### src/rtl/hamming_secded_enc_stream.sv
// Streaming SECDED Hamming encoder with a 2-entry skid buffer, error injection
// and a saturating accepted-word counter.
module hamming_secded_enc_stream #(
    parameter int DATA_W = 4,
    parameter int CNT_W  = 16,
    // Smallest r with 2^r >= DATA_W + r + 1, closed form over the legal 4..64 range.
    localparam int P      = (DATA_W <= 4)  ? 3 :
                            (DATA_W <= 11) ? 4 :
                            (DATA_W <= 26) ? 5 :
                            (DATA_W <= 57) ? 6 : 7,
    localparam int CODE_W = DATA_W + P + 1
) (
    input  logic              clk,
    input  logic              rst,
    input  logic              flush,
    input  logic              in_valid,
    output logic              in_ready,
    input  logic [DATA_W-1:0] in_data,
    input  logic              inj_en,
    input  logic [CODE_W-1:0] inj_mask,
    output logic              out_valid,
    input  logic              out_ready,
    output logic [CODE_W-1:0] out_code,
    output logic [CNT_W-1:0]  word_cnt
);

    // Positions covered by the parity bit at 2^k, excluding that bit itself.
    function automatic logic [CODE_W-1:0] par_mask(input int k);
        logic [CODE_W-1:0] m;
        m = '0;
        for (int pos = 1; pos < CODE_W; pos++) begin
            if (((pos >> k) & 1) == 1 && pos != (1 << k))
                m = m | (CODE_W'(1) << pos);
        end
        return m;
    endfunction

    logic [CODE_W-1:0] dmap;
    logic [CODE_W-1:1] body;
    logic [CODE_W-1:0] enc;
    logic [CODE_W-1:0] stored;

    for (genvar pos = 0; pos < CODE_W; pos++) begin : g_map
        if (pos == 0 || (pos & (pos - 1)) == 0) begin : g_par_slot
            assign dmap[pos] = 1'b0;
        end else begin : g_data_slot
            // Data index = position minus the parity slots at or below it.
            assign dmap[pos] = in_data[pos - 1 - $clog2(pos + 1)];
        end
    end

    for (genvar pos = 1; pos < CODE_W; pos++) begin : g_body
        if ((pos & (pos - 1)) == 0) begin : g_parity
            assign body[pos] = ^(dmap & par_mask($clog2(pos)));
        end else begin : g_data
            assign body[pos] = dmap[pos];
        end
    end

    assign enc    = {body, ^body};
    assign stored = enc ^ (inj_en ? inj_mask : '0);

    logic              accept;
    logic              emit;
    logic              skid_valid;
    logic [CODE_W-1:0] skid_code;

    logic              out_valid_nxt;
    logic [CODE_W-1:0] out_code_nxt;
    logic              skid_valid_nxt;
    logic [CODE_W-1:0] skid_code_nxt;
    logic [CNT_W-1:0]  cnt_nxt;

    assign accept = in_valid & in_ready;
    assign emit   = out_valid & out_ready;

    always_comb begin
        // NOTE: every output of this block gets a default first so no path can infer a latch.
        out_valid_nxt  = out_valid;
        out_code_nxt   = out_code;
        skid_valid_nxt = skid_valid;
        skid_code_nxt  = skid_code;
        cnt_nxt        = word_cnt;

        if (flush) begin
            out_valid_nxt  = 1'b0;
            skid_valid_nxt = 1'b0;
            cnt_nxt        = '0;
        end else begin
            if (accept && word_cnt != {CNT_W{1'b1}})
                cnt_nxt = word_cnt + CNT_W'(1);

            if (skid_valid) begin
                // in_ready is low here, so only a drain of SKID into OUT can happen.
                if (emit) begin
                    out_code_nxt   = skid_code;
                    skid_valid_nxt = 1'b0;
                end
            end else if (accept) begin
                if (!out_valid || emit) begin
                    out_valid_nxt = 1'b1;
                    out_code_nxt  = stored;
                end else begin
                    skid_valid_nxt = 1'b1;
                    skid_code_nxt  = stored;
                end
            end else if (emit) begin
                out_valid_nxt = 1'b0;
            end
        end
    end

    always_ff @(posedge clk or posedge rst) begin
        if (rst) begin
            // NOTE: the code registers are cleared too, so out_code reads zero in reset
            // and no stale codeword can reappear after release.
            out_valid  <= 1'b0;
            out_code   <= '0;
            skid_valid <= 1'b0;
            skid_code  <= '0;
            in_ready   <= 1'b0;
            word_cnt   <= '0;
        end else begin
            // NOTE: non-blocking assignments keep every register sampling pre-edge values.
            out_valid  <= out_valid_nxt;
            out_code   <= out_code_nxt;
            skid_valid <= skid_valid_nxt;
            skid_code  <= skid_code_nxt;
            in_ready   <= ~skid_valid_nxt;
            word_cnt   <= cnt_nxt;
        end
    end

endmodule

### config.mk
export PLATFORM = sky130hd
export DESIGN_NAME = hamming_secded_enc_stream
export DESIGN_NICKNAME = d
export VERILOG_FILES = /design/src/rtl/hamming_secded_enc_stream.sv
export SDC_FILE = /design/constraint.sdc
export NUM_CORES = 1
export LEC_CHECK = 0
export BUFFER_PORTS_ARGS = -buffer_cell sky130_fd_sc_hd__buf_2
export CAP_MARGIN = 20
export CORE_AREA = 2 2 90 92
export DETAILED_ROUTE_END_ITERATION = 16
export DIE_AREA = 0 0 92 94
export SYNTH_ARGS = -nofsm -noshare
export SYNTH_HDL_FRONTEND = slang
export SYNTH_SLANG_ARGS = --single-unit
### constraint.sdc
create_clock -name clk -period 2.55 [get_ports clk]
set_clock_uncertainty 0.05 [all_clocks]
set_input_delay 0.3825 -clock clk [delete_from_list [all_inputs] [get_ports clk]]
set_output_delay 0.3825 -clock clk [all_outputs]
set_load 0.05 [all_outputs]
==> run metrics, run 1 <==
outcome finished clean; post-CTS sizing 0; # fillers 833; CTS tree done; Net Switching 0.000526 W; CORE AREA 7610 um2; Gate power share 26.0%; die footprint 8650 um2; via count 1,586; Critical path origin word_cnt[0]; vias in the first global route 1,541; clock slew at reported path FFs 0.07 ns; global-route wire length before repair 7.27 mm; CP delay by family, top simple AND/OR/NAND/NOR gates; Worst-Margin Slew 0.599 ns; Ys Warns 0; Worst Setup EP word_cnt[9]; CP arrival 2.20 ns; ant diodes 0; Seq. cell area 876 um2; Worst-Skew Late Latency 0.29 ns; critical path depth 5; Clock Sinks 35; Synth Instances 195; port buffer count 43; Max Cap Viol 0; Pins Over Slew Limit 0; Tcrit/Tclk final 79.7%; H-tree depth 2; Hold Crit Class input port to asynchronous set/reset pin; Critical Path RT 2.72 ns; internal power 0.00101 W; Pwr per Cell Area 673 nW/um2; crit start category register; Max IR drop VDD 0.000348 V; Setup CP Type register to register; Commonest cells post-synth dfrtp_1, nand2_1, o21ai_0, a21oi_1; GR Util All Layers 10.6%; Worst slew margin 60.1%; element type at the critical path end register; CP Buf/Inv Count 0; pin count of the biggest net entering global routing 36; root buf cell clkbuf_8; Worst Path Max Fanout 17; TritonCTS Buffers 5; area leader, netlist dfrtp_1; Reg2Reg Depth 5; unrepaired setup endpoints after global routing no; gpl congestion 0.760; ys flop type dfrtp_1; most common cell in the synthesized netlist dfrtp_1; f_max 0.492 GHz; DRC violation count after routing 0; Reg power frac 45.0%; synthesized flop and latch total 35; Area contributors post-synth dfrtp_1, nand2_1, o21ai_0; Post-synth EDFFs 0; mapped cell area 1870 um2; Routed WL per cell 12.6 um; grt total ovfl 0; share of layout cells above drive strength 1 25.2%; Leak Pwr 1.03 nW; slowest stage delay, CP 0.51 ns; Routed WL 4.28 mm; multi-input logic area 928 um2; sequential share of the synthesized area 46.9%; Synth async-reset ratio 100%; reg2reg end word_cnt[9]; antenna violations before repair 0; fin crit period 2.03 ns; Layout area overhead 21.8%; worst reg2reg path startpoint word_cnt[0]; Die Y 94 um; row cnt 32; CTS Hold Buffers Added 0; Starting Density 24.6%; fin nets 256; drt pass-1 iters 4; CP cell instances ha_1 -> nand4_1 -> and4bb_4 -> or4_1 -> a21oi_1; post-synth top area share 46.9%; post-synthesis average cell area 9.59 um2; Detailed Route Iter0 Violations 60; highest-delay cell along the critical path or4_1; endpoints failing setup 0; r2r setup slk 0.52 ns; # Post-CTS Setup Buffers 0; Switching Share 34.3%; Post-DP HPWL 3.09 mm; routed vias/inst 4.66; Synth cell types 37; final worst slack 0.517 ns; count of final hold-check violations 0; Detail Route Antenna Nets 0; Place WS 0.531 ns; Clock power frac 29.0%; Total Neg Setup Slack 0 ns; CTS Buffer Depth 2; die width 92 um; post-synth net total 214; IO Pins 44
## through the flow
step                power [W]  instances  instance area, um2  hold slack, ns  utilization (%)
finish                0.00153        340                2280           0.136             29.9
global route          0.00162        340                2280           0.189             29.9
CTS                   0.00156        340                2280           0.154             29.9
detailed placement    0.00111        332                2180           0.412             28.6
global placement      0.00110        332                2180           0.406             28.6
floorplan            0.000998        195                1870           0.392                -
## logic make-up (layout without fill, tap and decap cells)
| group | after synthesis | count (layout) | share of synthesized area, % |
|---|---|---|---|
| AO/OA/AOI/OAI | 48 | 48 | 15.5 |
| buffers and inverters | 14 | 57 | 3.48 |
| AND/OR/NAND/NOR | 72 | 72 | 20.6 |
| flip-flops | 35 | 35 | 46.9 |
| adder cells (fa/ha/maj) | 1 | 1 | 0.669 |
| multiplexers | 11 | 11 | 6.29 |
| XOR/XNOR | 14 | 14 | 6.56 |
## cell type report
| class | instances | area share [%] |
|---|---|---|
| inverters | 4 | 0.659 |
| multi-input cells | 146 | 40.8 |
| flip-flops and latches | 35 | 38.5 |
| clock buffers | 8 | 4.40 |
| well taps | 102 | 5.60 |
| repair buffers | 45 | 10.1 |
## routing by layer
layer	vias to the layer above	global-route usage (%)	wire length [um]
met5	-	0	0
met4	0	3.36	35
met3	5	3.53	306
met2	39	16.6	1900
met1	752	13.9	2030
li1	790	-	-
## power by group through the flow
stage	clock (W)	sequential [W]	combinational (W)
after detailed placement	0	0.000700	0.000406
after global routing	0.000487	0.000703	0.000434
after global placement	0	0.000697	0.000402
after floorplan	0	0.000852	0.000146
final	0.000445	0.000689	0.000399
after CTS	0.000465	0.000690	0.000406
## worst min-delay path by stage
stage | startpoint | depth (start not counted) | endpoint
2_1_floorplan | skid_code[4] | 2 | skid_code[4]
3_5_place_dp | skid_code[1] | 2 | skid_code[1]
6_report | rst | 3 | word_cnt[2]
3_3_place_gp | skid_code[1] | 2 | skid_code[1]
4_1_cts | rst | 3 | word_cnt[0]
5_1_grt | rst | 3 | word_cnt[0]
## sequential cells by signal (all words and copies together), names as in the netlist
name        flops
skid_code       8
skid_valid      1
out_valid       1
in_ready        1
out_code        8
word_cnt       16
## tightest hold or removal path, stage by stage
cell,delay [ns]
buf_2,0.10
inv_1,0.04
buf_4,0.39
## placed cells by master, fill, tap and decap left out, drive strengths merged, types with 7 or more instances in the layout
cell type   n
o21ai      18
a21oi      11
clkbuf      8
o31ai       8
nand3       7
xor2        8
nand2      26
buf        45
dfrtp      35
Power figures use the tool's default switching activity.
==> run 2: changes to the inputs <==
--- a/config.mk
+++ b/config.mk
@@ -5,11 +5,12 @@
 export SDC_FILE = /design/constraint.sdc
 export NUM_CORES = 1
 export LEC_CHECK = 0
+export ABC_AREA = 1
 export BUFFER_PORTS_ARGS = -buffer_cell sky130_fd_sc_hd__buf_2
 export CAP_MARGIN = 20
-export CORE_AREA = 2 2 90 92
+export CORE_AREA = 2 2 95 97
 export DETAILED_ROUTE_END_ITERATION = 16
-export DIE_AREA = 0 0 92 94
+export DIE_AREA = 0 0 97 99
 export SYNTH_ARGS = -nofsm -noshare
 export SYNTH_HDL_FRONTEND = slang
 export SYNTH_SLANG_ARGS = --single-unit
==> constraint.sdc (replaced) <==
create_clock -name clk -period 1.97 [get_ports clk]
set_clock_uncertainty 0.05 [all_clocks]
set_input_delay 0.2955 -clock clk [delete_from_list [all_inputs] [get_ports clk]]
set_output_delay 0.2955 -clock clk [all_outputs]
set_load 0.05 [all_outputs]
==> run metrics, run 2 <==
mapped cell area 2080 um2 (was 1870 um2); Pins Over Slew Limit 0 (unchanged); Post-DP HPWL 3.86 mm (was 3.09 mm); Leak Pwr 1.29 nW (was 1.03 nW); CTS Hold Buffers Added 0 (unchanged); area leader, netlist dfrtp_1 (unchanged); Tcrit/Tclk final 87.8% (was 79.7%); Place WS 0.277 ns (was 0.531 ns); CP arrival 1.91 ns (was 2.20 ns); r2r setup slk 0.24 ns (was 0.52 ns); most frequent cells in the layout nand2_1, buf_2, dfrtp_1 (was buf_2, dfrtp_1, nand2_1); top flop regs word_cnt: 16 flops, out_code: 8 flops, skid_code: 8 flops (unchanged); CTS Buffer Depth 2 (unchanged); Synth cell types 29 (was 37); Max IR drop VDD 0.000634 V (was 0.000348 V); gpl congestion 0.825 (was 0.760); H-tree depth 2 (unchanged); die width 97 um (was 92 um); post-synthesis average cell area 7.24 um2 (was 9.59 um2); fin area 2540 um2 (was 2280 um2); post-placement cell area 2460 um2 (was 2180 um2); clock slew at reported path FFs 0.07 ns (about the same); Worst-Skew Late Latency 0.29 ns (about the same); ys flop type dfrtp_1 (unchanged); most common cell in the synthesized netlist nand2_1 (was dfrtp_1); post-CTS sizing 0 (unchanged); f_max 0.578 GHz (was 0.492 GHz); Finished Layout Cells 447 (was 340); # fillers 941 (was 833); Layout area overhead 22.3% (was 21.8%); outcome finished clean (unchanged); Detailed Route Iter0 Violations 103 (was 60); IO Pins 44 (unchanged); Total Neg Setup Slack 0 ns (unchanged); Max Cap Viol 0 (unchanged); GR Util All Layers 11.3% (was 10.6%); grt total ovfl 0 (unchanged); Worst-Margin Slew 0.697 ns (was 0.599 ns); Worst Path Max Fanout 7 (was 17); fin nets 357 (was 256); Clock Sinks 35 (unchanged); antenna violations before repair 0 (unchanged); unrepaired setup endpoints after global routing no (unchanged); reg2reg end word_cnt[12] (was word_cnt[9]); TritonCTS Buffers 5 (unchanged); post-synth net total 306 (was 214); CORE AREA 8550 um2 (was 7610 um2); sequential share of the synthesized area 42.2% (was 46.9%); routed vias/inst 4.36 (was 4.66); Area contributors post-synth dfrtp_1, nand2_1, nor2_1 (was dfrtp_1, nand2_1, o21ai_0); endpoints failing setup 0 (unchanged); Starting Density 24.3% (was 24.6%); commonest non-fill, non-tap cell in the layout nand2_1 (was buf_2); Synth Instances 287 (was 195); via count 1,949 (was 1,586); ant diodes 0 (unchanged); # Post-CTS Setup Buffers 0 (unchanged); element type at the critical path end register (unchanged); Worst slew margin 53.5% (was 60.1%); multi-input logic area 1090 um2 (was 928 um2); Detail Route Antenna Nets 0 (unchanged); global-route wire length before repair 8.80 mm (was 7.27 mm); Routed WL 5.01 mm (was 4.28 mm); Post-synth EDFFs 0 (unchanged); DRC violation count after routing 0 (unchanged); Pwr per Cell Area 878 nW/um2 (was 673 nW/um2); pin count of the biggest net entering global routing 21 (was 36); vias in the first global route 1,836 (was 1,541); die footprint 9600 um2 (was 8650 um2); total power 0.00223 W (was 0.00153 W); Synth async-reset ratio 100% (unchanged); root buf cell clkbuf_8 (unchanged); fin crit period 1.73 ns (was 2.03 ns); Commonest cells post-synth nand2_1, dfrtp_1, nor2_1, nand4_1, inv_1 (was dfrtp_1, nand2_1, o21ai_0, a21oi_1); Setup CP Type register to register (unchanged); Critical Path RT 2.15 ns (was 2.72 ns); Seq. cell area 877 um2 (was 876 um2); max reg flops 16 (unchanged); Hold Crit Class input port to asynchronous set/reset pin (unchanged); Ys Warns 0 (unchanged); worst reg2reg path startpoint word_cnt[0] (unchanged); drt pass-1 iters 4 (unchanged); row cnt 34 (was 32); crit start category register (unchanged); Reg with most FFs word_cnt (unchanged); synthesized flop and latch total 35 (unchanged); post-synth top area share 42.2% (was 46.9%); Routed WL per cell 11.2 um (was 12.6 um); final worst slack 0.240 ns (was 0.517 ns); share of layout cells above drive strength 1 22.4% (was 25.2%); Die Y 99 um (was 94 um); port buffer count 43 (unchanged); Reg2Reg Depth 9 (was 5); count of final hold-check violations 0 (unchanged); placed cells 439 (was 332); CTS tree done (unchanged)
==> run 2: changes by cell type in the layout (fill, tap and decap cells not counted), moves of 5 or more <==
cell     delta
nor2_1     +26
nand4_1    +12
or3_1       -5
inv_2       +7
o31ai_1     -8
a21oi_1     -7
nand2_1    +91
o21ai_0    -16
mux2i_1     -5
inv_1      +12
mux2_2      -6
==> run 2: how the worst max path moves through the flow <==
stage / from / to / slack (ns) / cells after the start
floorplan: word_cnt[1] / word_cnt[2] / 0.02 / 10
global placement: word_cnt[0] / word_cnt[12] / 0.31 / 9
detailed placement: word_cnt[0] / word_cnt[12] / 0.28 / 9
CTS: word_cnt[0] / word_cnt[12] / 0.24 / 9
global route: word_cnt[0] / word_cnt[6] / 0.05 / 9
finish: word_cnt[0] / word_cnt[12] / 0.24 / 9
==> run 2: routing by layer <==
layer,vias to the layer above,track usage (%),part of all wire (%)
met2,56,18.1,47
met4,0,3.25,0.72
met3,4,3.76,6.8
li1,1020,-,-
met1,869,14.7,45
met5,-,0,0
==> run 2: stage by stage <==
stage,utilization (%),hold WS (ns)
final,29.7,0.0532
after CTS,29.7,0.0819
after global placement,28.8,0.400
after detailed placement,28.8,0.408
after global routing,29.7,0.111
after floorplan,-,0.332
==> run 2: layout make-up <==
cell class,count,share of cell area [%]
tap,108,5.32
multi-input combinational,224,42.8
clock inverter,1,0.197
timing repair buffer,49,10.7
sequential,35,34.5
inverter,23,3.40
clock buffer,7,3.00
==> run 2: critical path, cell delays in order (launching register included) <==
cell     delay, ns
dfrtp_2       0.45
ha_1          0.27
nand3_2       0.13
inv_2         0.06
nand2_2       0.08
nor2_4        0.05
nor2_4        0.20
buf_4         0.19
nand4_1       0.10
nand2_1       0.07
==> run 2: report_power, final <==
part           switching (W)  internal, W
Sequential         0.0000951     0.000883
Clock               0.000258     0.000248
Combinational       0.000543     0.000203
==> run 2: cells by family (layout without fill, tap and decap cells) <==
group,after synthesis,after routing,share of synthesized area (%)
and+or+nand+nor,192,192,41.0
xor gates and xnor gates,14,14,5.90
adders and majority gates,1,1,0.602
AOI/OAI and AO/OA,17,17,4.82
DFF,35,35,42.2
buffers and inverters,28,80,5.48
==> run 3: changes to the inputs <==
--- a/config.mk
+++ b/config.mk
@@ -11,6 +11,7 @@
 export CORE_AREA = 2 2 95 97
 export DETAILED_ROUTE_END_ITERATION = 16
 export DIE_AREA = 0 0 97 99
+export PLACE_DENSITY = 0.4
 export SYNTH_ARGS = -nofsm -noshare
 export SYNTH_HDL_FRONTEND = slang
 export SYNTH_SLANG_ARGS = --single-unit
==> run metrics, run 3 (synthesis gave the netlist of run 2 again) <==
outcome finished clean (unchanged); element type at the critical path end register (unchanged); via count 1,913 (was 1,949); Worst-Margin Slew 0.333 ns (was 0.697 ns); Total Neg Setup Slack 0 ns (unchanged); commonest non-fill, non-tap cell in the layout nand2_1 (unchanged); crit start category register (unchanged); Finished Layout Cells 451 (was 447); Pins Over Slew Limit 0 (unchanged); Gate power share 31.2% (was 33.5%); H-tree depth 2 (unchanged); Detailed Route Iter0 Violations 53 (was 103); Worst Path Max Fanout 11 (was 7); CTS tree done (unchanged); Setup CP Type register to register (unchanged); Tcrit/Tclk final 91.9% (was 87.8%); Starting Density 24.3% (unchanged); Reg power frac 40.7% (was 43.9%); vias in the first global route 1,910 (was 1,836); multi-input logic area 1090 um2 (unchanged); f_max 0.552 GHz (was 0.578 GHz); Seq. cell area 877 um2 (unchanged); Clock power frac 28.1% (was 22.7%); pin count of the biggest net entering global routing 22 (was 21); Routed WL per cell 12.0 um (was 11.2 um); count of final hold-check violations 0 (unchanged); antenna violations before repair 0 (unchanged); port buffer count 43 (unchanged); Pwr per Cell Area 927 nW/um2 (was 878 nW/um2); die width 97 um (unchanged); Post-DP HPWL 4.06 mm (was 3.86 mm); max reg flops 16 (unchanged); internal power 0.00146 W (was 0.00133 W); CTS Buffer Depth 2 (unchanged); Max Cap Viol 0 (unchanged); die footprint 9600 um2 (unchanged); TritonCTS Buffers 5 (unchanged); ant diodes 0 (unchanged); grt total ovfl 0 (unchanged); placed cells 442 (was 439); most frequent cells in the layout nand2_1, buf_2, dfrtp_1 (unchanged); Clock Sinks 35 (unchanged); fin crit period 1.81 ns (was 1.73 ns); gpl congestion 0.800 (was 0.825); post-CTS sizing 0 (unchanged); Routed WL 5.40 mm (was 5.01 mm); fin nets 361 (was 357); Leak Pwr 1.32 nW (was 1.29 nW); global-route wire length before repair 9.26 mm (was 8.80 mm); root buf cell clkbuf_8 (unchanged); Layout area overhead 24.5% (was 22.3%); Net Switching 0.000932 W (was 0.000896 W); row cnt 34 (unchanged); unrepaired setup endpoints after global routing no (unchanged); IO Pins 44 (unchanged); Worst-Skew Late Latency 0.30 ns (was 0.29 ns); clock slew at reported path FFs 0.08 ns (was 0.07 ns); Place WS 0.173 ns (was 0.277 ns); share of layout cells above drive strength 1 23.0% (was 22.4%); # Post-CTS Setup Buffers 0 (unchanged); r2r setup slk 0.16 ns (was 0.24 ns); CP arrival 2.00 ns (was 1.91 ns); Max IR drop VDD 0.000571 V (was 0.000634 V); CORE AREA 8550 um2 (unchanged); drt pass-1 iters 4 (unchanged); top flop regs word_cnt: 16 flops, out_code: 8 flops, skid_code: 8 flops (unchanged); Reg2Reg Depth 9 (unchanged); CTS Hold Buffers Added 1 (was 0); DRC violation count after routing 0 (unchanged); Die Y 99 um (unchanged); GR Util All Layers 11.9% (was 11.3%); final worst slack 0.159 ns (was 0.240 ns); Reg with most FFs word_cnt (unchanged); hold slack 0.286 ns (was 0.0532 ns); Hold Crit Class input port to register (was input port to asynchronous set/reset pin); endpoints failing setup 0 (unchanged); Critical Path RT 2.16 ns (was 2.15 ns); routed vias/inst 4.24 (was 4.36); # fillers 921 (was 941); Detail Route Antenna Nets 0 (unchanged); Worst slew margin 77.6% (was 53.5%); Hold Crit Depth 2; Switching Share 38.9% (was 40.2%)
-- run 3: changes by cell type in the layout (fill, tap and decap cells not counted), sizes merged --
cell and delta:
dlygate4sd3 +1, buf +3, bufinv +1, clkinv -1
-- run 3: critical path, stage by stage (launching register included) --
cell and delay, ns:
dfrtp_2 0.45, ha_1 0.27, nand3_2 0.14, inv_2 0.06, nand2_2 0.08, nor2_4 0.05, nor2_4 0.23, buf_4 0.25
nand4_1 0.10, nand2_1 0.07
-- run 3: area by class of cell --
class                           count  share of cell area (%)
Sequential cell                    35                    33.9
Multi-Input combinational cell    224                    42.1
Clock buffer                        7                    2.95
Tap cell                          108                    5.23
Clock inverter                      1                    1.16
Inverter                           23                    3.34
Timing Repair Buffer               53                    11.3
-- run 3: worst paths after layout --
check | start | to
setup reg to reg | word_cnt[0] | word_cnt[7]
min in group asynchronous | rst | out_code[5]
setup / recovery | word_cnt[0] | word_cnt[7]
hold reg to reg | skid_code[5] | skid_code[5]
max in group asynchronous | rst | word_cnt[14]
hold / removal | flush | skid_valid
-- run 3: layer usage --
layer  part of all wire, %  vias to the layer above  wire length [um]  GRT usage, %
met5                     0                        -                 0             0
met2                    47                       38              2540          20.6
met4                   1.2                        0                65          3.25
met1                    48                      843              2590          14.9
met3                   3.8                        7               203          2.62
li1                      -                     1025                 -             -
-- run 3: metrics by stage --
stage | cell area, um2 | util [%] | power (W)
global placement | 2470 | 28.9 | 0.00175
detailed placement | 2470 | 28.9 | 0.00175
CTS | 2580 | 30.2 | 0.00242
finish | 2580 | 30.2 | 0.00240
global route | 2580 | 30.2 | 0.00253
floorplan | 2080 | - | 0.00155
-- run 3: power groups by stage --
stage | sequential, W | clock, W | combinational, W
after global placement | 0.000988 | 0 | 0.000760
final | 0.000975 | 0.000673 | 0.000748
after floorplan | 0.00126 | 0 | 0.000291
after CTS | 0.000977 | 0.000684 | 0.000762
after detailed placement | 0.000990 | 0 | 0.000759
after global routing | 0.000997 | 0.000709 | 0.000824
